File: src/rtl/mc_main_control.sv
// Multicycle MIPS main control FSM feeding ULAControl and the datapath enables.
// Define JUMP_EN to add the J instruction (JUMP state); otherwise OPC_J decodes as illegal.
module mc_main_control #(
  parameter logic [5:0] OPC_R   = 6'b000000,
  parameter logic [5:0] OPC_LW  = 6'b100011,
  parameter logic [5:0] OPC_SW  = 6'b101011,
  parameter logic [5:0] OPC_BEQ = 6'b000100,
  parameter logic [5:0] OPC_J   = 6'b000010
) (
  input  logic       clk,
  input  logic       rst_n,
  input  logic [5:0] opcode,
  input  logic       mem_ready,
  output logic [1:0] OpALU,
  output logic       PCWrite,
  output logic       PCWriteCond,
  output logic       IorD,
  output logic       MemRead,
  output logic       MemWrite,
  output logic       IRWrite,
  output logic       MemtoReg,
  output logic       RegDst,
  output logic       RegWrite,
  output logic       ALUSrcA,
  output logic [1:0] ALUSrcB,
  output logic [1:0] PCSource,
  output logic       illegal_op,
  output logic [3:0] state_dbg
);

  typedef enum logic [3:0] {
    S_RST       = 4'd0,
    S_FETCH     = 4'd1,
    S_DECODE    = 4'd2,
    S_MEM_ADDR  = 4'd3,
    S_MEM_READ  = 4'd4,
    S_MEM_WB    = 4'd5,
    S_MEM_WRITE = 4'd6,
    S_R_EXEC    = 4'd7,
    S_R_WB      = 4'd8,
    S_BRANCH    = 4'd9,
    S_JUMP      = 4'd10
  } state_t;

  state_t state_q, state_d;

  // Asynchronous entry to RST decodes every strobe low without waiting for clk.
  always_ff @(posedge clk or negedge rst_n) begin
    if (!rst_n) state_q <= S_RST;
    else        state_q <= state_d;
  end

  assign state_dbg = state_q;

  always_comb begin
    state_d     = S_FETCH;
    OpALU       = 2'b00;
    PCWrite     = 1'b0;
    PCWriteCond = 1'b0;
    IorD        = 1'b0;
    MemRead     = 1'b0;
    MemWrite    = 1'b0;
    IRWrite     = 1'b0;
    MemtoReg    = 1'b0;
    RegDst      = 1'b0;
    RegWrite    = 1'b0;
    ALUSrcA     = 1'b0;
    ALUSrcB     = 2'b00;
    PCSource    = 2'b00;
    illegal_op  = 1'b0;

    case (state_q)
      S_RST: state_d = S_FETCH;
      S_FETCH: begin
        MemRead = 1'b1;
        ALUSrcB = 2'b01;
        IRWrite = mem_ready;
        PCWrite = mem_ready;
        state_d = mem_ready ? S_DECODE : S_FETCH;
      end
      S_DECODE: begin
        ALUSrcB = 2'b11;
        if (opcode == OPC_LW || opcode == OPC_SW) state_d = S_MEM_ADDR;
        else if (opcode == OPC_R)                 state_d = S_R_EXEC;
        else if (opcode == OPC_BEQ)               state_d = S_BRANCH;
`ifdef JUMP_EN
        else if (opcode == OPC_J)                 state_d = S_JUMP;
`else
        else if (opcode == OPC_J)                 illegal_op = 1'b1;
`endif
        else                                      illegal_op = 1'b1;
      end
      S_MEM_ADDR: begin
        ALUSrcA = 1'b1;
        ALUSrcB = 2'b10;
        if (opcode == OPC_LW)      state_d = S_MEM_READ;
        else if (opcode == OPC_SW) state_d = S_MEM_WRITE;
      end
      S_MEM_READ: begin
        MemRead = 1'b1;
        IorD    = 1'b1;
        state_d = mem_ready ? S_MEM_WB : S_MEM_READ;
      end
      S_MEM_WB: begin
        RegWrite = 1'b1;
        MemtoReg = 1'b1;
      end
      S_MEM_WRITE: begin
        MemWrite = 1'b1;
        IorD     = 1'b1;
        state_d  = mem_ready ? S_FETCH : S_MEM_WRITE;
      end
      S_R_EXEC: begin
        ALUSrcA = 1'b1;
        OpALU   = 2'b10;
        state_d = S_R_WB;
      end
      S_R_WB: begin
        RegWrite = 1'b1;
        RegDst   = 1'b1;
      end
      S_BRANCH: begin
        ALUSrcA     = 1'b1;
        OpALU       = 2'b01;
        PCWriteCond = 1'b1;
        PCSource    = 2'b01;
      end
`ifdef JUMP_EN
      S_JUMP: begin
        PCWrite  = 1'b1;
        PCSource = 2'b10;
      end
`endif
      default: state_d = S_FETCH;
    endcase
  end

endmodule

File: config.mk
export PLATFORM = sky130hd
export DESIGN_NAME = mc_main_control
export DESIGN_NICKNAME = d
export VERILOG_FILES = /design/src/rtl/mc_main_control.sv
export SDC_FILE = /design/constraint.sdc
export NUM_CORES = 1
export LEC_CHECK = 0
export CORE_AREA = 2 2 39 41
export DETAILED_ROUTE_END_ITERATION = 6
export DIE_AREA = 0 0 41 43
export GPL_TIMING_DRIVEN = 1
export PLACE_DENSITY = 0.84
export SYNTH_ARGS = -nofsm -noshare
export SYNTH_HDL_FRONTEND = slang
export SYNTH_SLANG_ARGS = --single-unit
File: constraint.sdc
create_clock -name clk -period 3.8 [get_ports clk]
set_input_delay 0.57 -clock clk [delete_from_list [all_inputs] [get_ports clk]]
set_output_delay 0.57 -clock clk [all_outputs]
set_load 0.1 [all_outputs]
**Yosys cells after proc, flatten, opt, wreduce, memory -nomap -nowiden**

Cells that the tools add are included.
Widths: inputs -> output; s select.

- Register bits: 4
- Word-level logic and storage cells: 44

- Eq/ne operators: 12
- Multiplexer cells: 25
- Reduce and logical (&&, ||, !) cells: 6

Operators by type and width:

| kind | number |
|---|---|
| $pmux 4 s6 | 1 |
| $eq 4x3->1 const B | 4 |
| $mux 1 | 15 |
| $eq 6x6->1 const B | 2 |
| $mux 4 | 3 |
| $mux 3 | 3 |
| $eq 4x2->1 const B | 2 |
| $eq 4x4->1 const B | 2 |
| $eq 6x3->1 const B | 1 |
| $logic_not 6->1 | 1 |
| $pmux 2 s3 | 1 |
| $reduce_or 2->1 | 3 |
| $eq 4x1->1 const B | 1 |
| $pmux 2 s2 | 1 |
| $reduce_or 3->1 | 1 |
| $mux 2 | 1 |
| $logic_or 1x1->1 | 1 |

**Longest topological paths before layout**

Gate-level depths: netlist (run 1).

- Word-level depth: 5
- Gate-level depth with buffers: 4
- Mapped depth without buffers: 3

**Worst setup path before layout (run 1)**

No wires, ideal clock.

- Path type: register -> output
- From: reg state_q[1] (netlist: state_dbg[1])
- To: out PCWrite
- Data arrival time: 5.197 ns
- Path slack: -1.967 ns
- Stages on the path, launching flop included: 5
- Cells stage by stage: dfrtp_1 -> buf_2 -> nand2b_1 -> nor4b_1 -> buf_4

- Cells in the longest elaborated chain, start to end: 2

RTL lines:

| item | RTL line | source |
|---|---|---|
| start, declared | 45 | `state_t state_q, state_d;` |
| start signal, assigned | 50 | `else state_q <= state_d;` |
| $eq 4x1->1 | - |  |
| $mux 1 | - |  |
| end, declared | 15 | `output logic PCWrite,` |

No other way between the ends.

**Worst setup path in the final report (run 1)**

- From: reg state_q[2] (netlist: state_dbg[2])
- To: out ALUSrcB[1]

- Cells in the longest elaborated chain, start to end: 2

RTL lines:

| item | RTL line | source |
|---|---|---|
| $eq 4x2->1 / $eq 4x1->1 (equally long branches) | 72 | `case (state_q)` |
| $pmux 2 s3 (*) | 72 |  |
| end, declared | 25 | `output logic [1:0] ALUSrcB,` |

Mark *: on every way between the ends. The rest lies on a longest branch, timed or not.

==> impl_results.md, run 1 <==
* Post-synth top area cell: dfrtp_1
* Finished Cell Area at 711 µm²
* Total global routing overflow at 0
* Max-Cap Viols at 0
* Setup Skew at 0.00137 ns
* Fin nets at 91
* Drt drc at 0
* Die H at 43 µm
* Worst Setup EP: ALUSrcB[1]
* Initial Util at 0.325
* Share of cells above drive strength 1 at 0.300
* Cell count after synthesis at 56
* CP Capture Type: primary output
* Internal reg-to-reg setup slack at 2.19 ns
* Static leakage at 0.000307 µW
* Top cells by area, synth: dfrtp_1, nand2b_1, nor2_1
* Setup ws final at 1.01 ns
* DRT iter0 DRCs at 7
* Post-synth EDFFs at 0
* Asr flop ratio synth at 1.00
* PD cells at 850 mW/mm²
* Worst Setup Start Kind: flip-flop
* RSZ-0062 raised after global routing: false
* Max Freq at 0.359 GHz
* CTS sink count at 4
* Rows at 14
* Seq/Total Area, Yosys at 0.222
* Final setup viols at 0
* Area share of the largest cell type after synthesis at 0.222
* CTS max path bufs at 2
* CP required at 3.23 ns
* Peak supply drop at 0.367 mV
* CP Max Fanout at 16
* Largest register FFs at 4
* GRT Util Overall at 0.156
* CTS resizes at 0
* Hold bufs inserted after CTS at 0
* Setup repair bufs after CTS at 0
* Clk Latency, worst-skew pair at 0.23 ns
* CTS tree: done
* Flops & latches, synth at 4
* Crit path from: state_dbg[2]
* Layout Utilization at 0.514
* Dpl cell area at 688 µm²
* Most frequent cells after synthesis: nor2_1, nand2b_1, nor3_1
* Final Hold Viols at 0
* R2r endpoint: state_dbg[1]
* Global-route wire length before repair at 1.88 mm
* CTS buffer count at 3
* RR Startpoint: state_dbg[0]
* Final Max Slew Viols at 0
* Final HPWL from detailed placement at 964 µm
* Die area at 0.00176 mm²
* CTS H-tree lvls at 1
* Root buf cell: clkbuf_4
* Top-count cell post-synth: nor2_1
* Dpl ws at 1.20 ns
* Worst Path Arrival at 2.22 ns
* Ant diodes at 0
* Most used DFF post-synth: dfrtp_1
* Drt wl/cell at 12.6 µm
* Final ANT Viol Nets at 0
* Final cycle utilization of the critical path at 0.734
* Area of the core at 0.00138 mm²
* DIE WIDTH at 41 µm
* Vias at 502
* Clock transition at the registers of the reported paths at 0.03 ns
* Via/cell ratio at 5.23
* Vias in the first global route at 435
* GP Congestion at 0.739
* Synthesized area at 450 µm²
* Worst rel slew slack at 0.336
* # port buffers at 28
* Pin count of the biggest net entering global routing at 17
* Area growth syn-to-layout at 57.8%
* Fin Hold WS at 0.535 ns
* Worst-case reg-to-reg path depth at 3
* IO Count at 30
* Syn Area/Cell at 8.04 µm²
* Worst min path class: in2async
* DR pass1 iterations at 4
* Final WL at 1.21 mm
* Initial antenna violation count at 0
* CP Class: reg2out
* Slew @ Worst Pin at 0.992 ns
* Period minus WS final at 2.79 ns
* Yosys warnings at 0
* Syn Nets at 65
* Status: completed
* Distinct cell type count after synthesis at 30
[worst min path at each step]
stage,startpoint,end,slack (ns),depth (start not counted)
after global placement,rst_n,state_dbg[2],0.78,1
after CTS,rst_n,state_dbg[2],0.53,1
after global routing,rst_n,state_dbg[2],0.52,1
final,rst_n,state_dbg[2],0.54,1
after detailed placement,rst_n,state_dbg[1],0.78,1
after floorplan,rst_n,state_dbg[0],0.27,0
[worst max-delay path, cell delays in order (launching register included)]
cell	delay, ns
dfrtp_1	0.54
nor3b_2	0.27
clkdlybuf4s50_1	1.18
[kinds of logic (layout without fill, tap and decap cells)]
family,after synthesis,in the layout,share of synthesized area
AND/OR/NAND/NOR,32,32,0.475
AO/OA/AOI/OAI,9,9,0.153
buffers and inverters,8,32,0.100
flip-flops,4,4,0.222
other,1,1,0.00833
XOR/XNOR,1,1,0.0194
multiplexers,1,1,0.0222
[metal layers]
metal  global-route usage  routed length, µm
met5                    0                  0
met4                0.107                  0
met3               0.0209                 40
met2                0.241                680
met1                0.187                489
[cells in the final DEF (no fill, tap or decap)]
cell	synthesis	layout
nor4b_2	0	1
a21o_1	1	1
nor3_2	0	1
nor3_1	5	4
nand4b_1	1	1
conb_1	1	1
a211oi_1	2	2
and2_1	1	1
buf_4	3	15
clkdlybuf4s50_1	0	13
xnor2_1	1	1
nor4_4	1	1
dfrtp_1	4	4
a311o_1	1	1
a21oi_1	2	2
nand3_1	1	1
inv_1	1	1
mux2i_1	1	1
nor3b_2	0	1
a211o_1	1	1
or3_1	1	1
o22a_1	1	1
nor2_1	8	8
or4_4	1	1
nand2b_1	5	5
nand2_1	1	1
clkbuf_4	0	3
nor2b_1	2	2
or4bb_1	2	2
or4b_4	1	1
o311ai_0	1	1
[power breakdown]
group          switching [µW]  internal, µW  leakage [µW]
registers                33.4          51.8     0.0000520
clock network            14.8          35.1     0.0000138
logic                     361           107      0.000242
total                     409           194      0.000307
[cell type report]
class	count	area (µm²)
multi-input combinational	44	322
sequential	4	100
timing repair buffer	28	243
tap	16	20.0
clock buffer	3	22.5
fill	141	673
inverter	1	3.75
[per-stage QoR]
stage / total power (µW) / cells / setup TNS (ns)
floorplan: 471 / 56 / -1.20
global placement: 552 / 93 / 0
detailed placement: 555 / 93 / 0
CTS: 609 / 96 / 0
global route: 632 / 96 / 0
finish: 604 / 96 / 0
(Power assumes the default switching activity.)
==> run 2, diff against run 1 <==
==> config.mk (replaced) <==
export PLATFORM = sky130hd
export DESIGN_NAME = mc_main_control
export DESIGN_NICKNAME = d
export VERILOG_FILES = /design/src/rtl/mc_main_control.sv
export SDC_FILE = /design/constraint.sdc
export NUM_CORES = 1
export LEC_CHECK = 0
export CORE_MARGIN = 2
export CORE_UTILIZATION = 31
export DETAILED_ROUTE_END_ITERATION = 6
export GPL_TIMING_DRIVEN = 1
export PLACE_DENSITY = 0.81
export SYNTH_ARGS = -nofsm -noshare
export SYNTH_HDL_FRONTEND = slang
export SYNTH_SLANG_ARGS = --single-unit
==> constraint.sdc (replaced) <==
create_clock -name clk -period 2.48 [get_ports clk]
set_input_delay 0.372 -clock clk [delete_from_list [all_inputs] [get_ports clk]]
set_output_delay 0.372 -clock clk [all_outputs]
set_load 0.1 [all_outputs]
==> run 2 against run 1 <==
Register-to-register slack lost 1.3 ns. Sequential cell count is the same. Hold slack lost 0.20 ns. First-iteration DRC count grew 71%. Total power grew 79%. Routed wire length grew 6.3%. Via count shrank 0.40%. Sequential power grew 82%. Global-route usage grew 0.64 points. Die area grew 0.63%. Largest cell class unchanged. Largest power group unchanged.
==> impl_results.md, run 2 (synthesis gave the netlist of run 1 again) <==
* Status: completed (unchanged)
* Sequential cell fraction of total power at 0.144 (was 0.141)
* Clk Latency, worst-skew pair at 0.24 ns (was 0.23 ns)
* Final Hold Viols at 0 (unchanged)
* Final std cells w/o fill at 95 (was 96)
* # port buffers at 28 (unchanged)
* Share of cells above drive strength 1 at 0.563 (was 0.300)
* Clock Power Share at 0.074 (was 0.083)
* RSZ-0062 raised after global routing: false (unchanged)
* Total global routing overflow at 0 (unchanged)
* Vias in the first global route at 469 (was 435)
* Drt wl/cell at 13.5 µm (was 12.6 µm)
* Rows at 13 (was 14)
* Fillers at 112 (was 141)
* Setup ws final at 0.269 ns (was 1.01 ns)
* CP Class: in2out (was reg2out)
* PD cells at 1190 mW/mm² (was 850 mW/mm²)
* Root buf cell: clkbuf_4 (unchanged)
* Clock transition at the registers of the reported paths at 0.04 ns (was 0.03 ns)
* Period minus WS final at 2.21 ns
* Cell-internal power at 398 µW (was 194 µW)
* Final ANT Viol Nets at 0 (unchanged)
* Final setup viols at 0 (unchanged)
* Drt drc at 0 (unchanged)
* CP Capture Type: primary output (unchanged)
* Hold bufs inserted after CTS at 0 (unchanged)
* Static leakage at 0.000355 µW (was 0.000307 µW)
* DRT iter0 DRCs at 12 (was 7)
* Fin nets at 91 (unchanged)
* Initial antenna violation count at 0 (unchanged)
* Combinational share of power at 0.783 (was 0.776)
* Via/cell ratio at 5.26 (was 5.23)
* Global-route wire length before repair at 2.17 mm (was 1.88 mm)
* Switching pwr at 684 µW (was 409 µW)
* Max-Cap Viols at 0 (unchanged)
* Most frequent cells in the layout: buf_12, buf_4, clkdlybuf4s50_1 (was buf_4, clkdlybuf4s50_1, nor2_1)
* Fin Hold WS at 0.336 ns (was 0.535 ns)
* Finished Cell Area at 906 µm² (was 711 µm²)
* CTS sink count at 4 (unchanged)
* Max Freq at 0.452 GHz
* CTS H-tree lvls at 1 (unchanged)
* Placed insts at 92 (was 93)
* Net Sw Frac at 0.632 (was 0.678)
* Peak supply drop at 0.849 mV (was 0.367 mV)
* Worst Setup Start Kind: input pin (was flip-flop)
* CTS tree: done (unchanged)
* Dpl cell area at 883 µm² (was 688 µm²)
* Area growth syn-to-layout at 101% (was 57.8%)
* CP Max Fanout at 3 (was 16)
* Final Max Slew Viols at 0 (unchanged)
* Setup repair bufs after CTS at 0 (unchanged)
* Final WL at 1.29 mm (was 1.21 mm)
* Final cycle utilization of the critical path at 0.891
* Final HPWL from detailed placement at 1.01 mm (was 964 µm)
* DIE WIDTH at 42.1 µm (was 41 µm)
* Worst Path Arrival at 1.84 ns (was 2.22 ns)
* GRT Util Overall at 0.162 (was 0.156)
* DR pass1 iterations at 2 (was 4)
* CTS max path bufs at 2 (unchanged)
* CTS resizes at 0 (unchanged)
* Dpl ws at 0.271 ns (was 1.20 ns)
* Ant diodes at 0 (unchanged)
* Vias at 500 (was 502)
* Worst min path class: in2async (unchanged)
* Pin count of the biggest net entering global routing at 17 (unchanged)
* Post-route setup TNS at 0 ns (unchanged)
* Die H at 42.1 µm (was 43 µm)
* Initial Util at 0.338 (was 0.325)
* CTS buffer count at 3 (unchanged)
* CP required at 2.11 ns (was 3.23 ns)
* IO Count at 30 (unchanged)
* Area of the core at 0.00133 mm² (was 0.00138 mm²)
* Setup Skew at 0.00432 ns (was 0.00137 ns)
* Die area at 0.00177 mm² (was 0.00176 mm²)
* GP Congestion at 0.787 (was 0.739)
* Largest register FFs at 4 (unchanged)
[run 2: per-stage QoR]
stage	util	total power, µW
2_1_floorplan	-	799
3_3_place_gp	0.662	1000
3_5_place_dp	0.662	1010
4_1_cts	0.679	1090
5_1_grt	0.679	1120
6_report	0.679	1080
[run 2: area by class of cell]
cell class	instances	area [µm²]	area share
well taps	15	18.8	0.0207
inverters	1	3.75	0.00414
repair buffers	28	355	0.392
flip-flops and latches	4	108	0.119
clock buffers	3	22.5	0.0249
multi-input cells	44	398	0.439
[run 2: final timing paths]
path | startpoint | endpoint | slack, ns | depth (start not counted)
max in group asynchronous | rst_n | state_dbg[1] | 1.96 | 1
max reg2reg | state_dbg[0] | state_dbg[1] | 0.90 | 3
min reg2reg | state_dbg[3] | state_dbg[0] | 0.76 | 2
min | rst_n | state_dbg[0] | 0.34 | 1
max | opcode[1] | illegal_op | 0.27 | 5
min in group clk | state_dbg[3] | state_dbg[0] | 0.76 | 2
[run 2: routing by layer]
| metal | up-vias | routed length [µm] | track usage |
|---|---|---|---|
| met2 | 18 | 698 | 0.294 |
| met1 | 225 | 509 | 0.180 |
| met3 | 3 | 70 | 0.0431 |
| met4 | 0 | 8 | 0.0563 |
| li1 | 254 | - | - |
| met5 | - | 0 | 0 |
[run 2: power groups by stage]
stage | clock, µW | combinational [µW] | sequential [µW]
floorplan | 0 | 589 | 210
global placement | 0 | 845 | 156
CTS | 83.2 | 852 | 156
finish | 79.7 | 847 | 155
global route | 88.7 | 870 | 162
detailed placement | 0 | 851 | 157
[run 2: worst max-delay path, stage by stage]
cell	delay, ns
clkdlybuf4s50_1	0.44
or4_4	0.58
nor2_1	0.19
nor3_4	0.07
buf_12	0.17
==> run 3, diff against run 2 <==
--- a/config.mk
+++ b/config.mk
@@ -6,10 +6,10 @@
 export NUM_CORES = 1
 export LEC_CHECK = 0
 export CORE_MARGIN = 2
-export CORE_UTILIZATION = 31
+export CORE_UTILIZATION = 34
 export DETAILED_ROUTE_END_ITERATION = 6
 export GPL_TIMING_DRIVEN = 1
-export PLACE_DENSITY = 0.81
+export PLACE_DENSITY = 0.84
 export SYNTH_ARGS = -nofsm -noshare
 export SYNTH_HDL_FRONTEND = slang
 export SYNTH_SLANG_ARGS = --single-unit
==> constraint.sdc (replaced) <==
create_clock -name clk -period 2.2 [get_ports clk]
set_input_delay 0.33 -clock clk [delete_from_list [all_inputs] [get_ports clk]]
set_output_delay 0.33 -clock clk [all_outputs]
set_load 0.1 [all_outputs]
==> run 3 against run 2 <==
Critical endpoint unchanged. Routed wire length rose by 20%. Final cell count up 2.1%. Via count up 5.8%. Global-route usage increased by 7.4 points.
==> impl_results.md, run 3 (synthesis gave the netlist of run 1 again) <==
* Rows at 13 (unchanged)
* Peak supply drop at 0.931 mV (was 0.849 mV)
* CTS tree: done (unchanged)
* Max-Cap Viols at 0 (unchanged)
* CP Capture Type: primary output (unchanged)
* Period minus WS final at 2.13 ns
* Internal reg-to-reg setup slack at 0.59 ns (was 0.90 ns)
* DR pass1 iterations at 4 (was 2)
* RSZ-0062 raised after global routing: false (unchanged)
* CP Class: reg2out (was in2out)
* Setup Skew at 0.00497 ns (was 0.00432 ns)
* Root buf cell: clkbuf_4 (unchanged)
* Layout Utilization at 0.811 (was 0.679)
* CTS H-tree lvls at 1 (unchanged)
* Final Max Slew Viols at 0 (unchanged)
* Share of cells above drive strength 1 at 0.598 (was 0.563)
* Fillers at 66 (was 112)
* Area growth syn-to-layout at 128% (was 101%)
* Vias in the first global route at 562 (was 469)
* Final setup viols at 0 (unchanged)
* Final Hold Viols at 0 (unchanged)
* Most frequent cells in the layout: buf_12, clkdlybuf4s50_1, buf_4 (was buf_12, buf_4, clkdlybuf4s50_1)
* # port buffers at 28 (unchanged)
* RR Startpoint: state_dbg[0] (unchanged)
* CP Max Fanout at 9 (was 3)
* Fin nets at 93 (was 91)
* Initial Util at 0.355 (was 0.338)
* Drt drc at 0 (unchanged)
* Initial antenna violation count at 0 (unchanged)
* Fin Hold WS at 0.295 ns (was 0.336 ns)
* DIE WIDTH at 40.4 µm (was 42.1 µm)
* Max Freq at 0.469 GHz
* CTS buffer count at 3 (unchanged)
* Final HPWL from detailed placement at 1.23 mm (was 1.01 mm)
* Most common cell after layout, fill and taps aside: buf_12
* CP required at 1.87 ns (was 2.11 ns)
* Via/cell ratio at 5.45 (was 5.26)
* R2r endpoint: state_dbg[3] (was state_dbg[1])
* Static leakage at 0.000387 µW (was 0.000355 µW)
* PD cells at 1280 mW/mm² (was 1190 mW/mm²)
* Area of the core at 0.00127 mm² (was 0.00133 mm²)
* Pin count of the biggest net entering global routing at 16 (was 17)
* Hold bufs inserted after CTS at 0 (unchanged)
* Global-route wire length before repair at 2.47 mm (was 2.17 mm)
* Largest register FFs at 4 (unchanged)
* GP Congestion at 0.799 (was 0.787)
* CTS max path bufs at 2 (unchanged)
* Total global routing overflow at 0 (unchanged)
* Worst min path class: in2async (unchanged)
* Drt wl/cell at 15.9 µm (was 13.5 µm)
* Clock transition at the registers of the reported paths at 0.04 ns (about the same)
* Vias at 529 (was 500)
* Ant diodes at 0 (unchanged)
* Die area at 0.00163 mm² (was 0.00177 mm²)
* Worst-case reg-to-reg path depth at 3 (unchanged)
* Worst Setup Start Kind: flip-flop (was input pin)
* Final cycle utilization of the critical path at 0.970
* Die H at 40.4 µm (was 42.1 µm)
* DRT iter0 DRCs at 11 (was 12)
* Worst Path Arrival at 1.80 ns (was 1.84 ns)
* Clk Latency, worst-skew pair at 0.24 ns (about the same)
* Status: completed (unchanged)
* Final ANT Viol Nets at 0 (unchanged)
* CTS sink count at 4 (unchanged)
* Final WL at 1.55 mm (was 1.29 mm)
* GRT Util Overall at 0.236 (was 0.162)
* IO Count at 30 (unchanged)
[run 3: cell type report]
cell class / instances / area, µm² / share of cell area
repair buffers: 30 / 445 / 0.433
multi-input cells: 44 / 423 / 0.411
flip-flops and latches: 4 / 115 / 0.112
clock buffers: 3 / 22.5 / 0.0219
well taps: 15 / 18.8 / 0.0182
inverters: 1 / 3.75 / 0.00365
[run 3: stage by stage]
stage / setup WS (ns) / instance area (µm²) / std cells / setup TNS, ns / power (µW)
after global placement: 0.128 / 1000 / 94 / 0 / 1210
after floorplan: -0.573 / 604 / 56 / -2.58 / 918
after global routing: 0.0106 / 1030 / 97 / 0 / 1360
final: 0.0661 / 1030 / 97 / 0 / 1320
after CTS: 0.0480 / 1030 / 97 / 0 / 1330
after detailed placement: 0.0651 / 1000 / 94 / 0 / 1230
[run 3: worst max-delay path, cell delays in order, from the launching register on]
cell	delay (ns)
dfrtp_4	0.54
or4b_4	0.62
nor3_4	0.20
buf_12	0.21
[run 3: worst max path at each step]
stage,depth (start not counted),from,end,slack (ns)
final,3,state_dbg[0],illegal_op,0.07
after floorplan,4,state_dbg[1],PCWrite,-0.57
after global routing,3,state_dbg[0],illegal_op,0.01
after CTS,5,opcode[1],illegal_op,0.05
after detailed placement,5,opcode[1],illegal_op,0.07
after global placement,5,opcode[1],illegal_op,0.13
[run 3: power breakdown]
part | switching, µW | internal (µW) | leakage, µW | total (µW)
Sequential | 64.2 | 101 | 0.0000458 | 166
Combinational | 714 | 349 | 0.000327 | 1060
Clock | 30.8 | 61.1 | 0.0000138 | 91.9
[run 3: repair_timing]
item / in CTS / in global routing
pin swaps: 1 / 0
endpoints found under the setup margin: 1 / 1
gates resized for setup: 0 / 1
buffers inserted: 0 / 0
[run 3: per-layer routing]
metal	global-route usage	part of all wire	routed length [µm]
met1	0.263	0.37	569
met2	0.409	0.56	867
met3	0.0778	0.039	61
met4	0.0917	0.032	49
met5	0	0	0
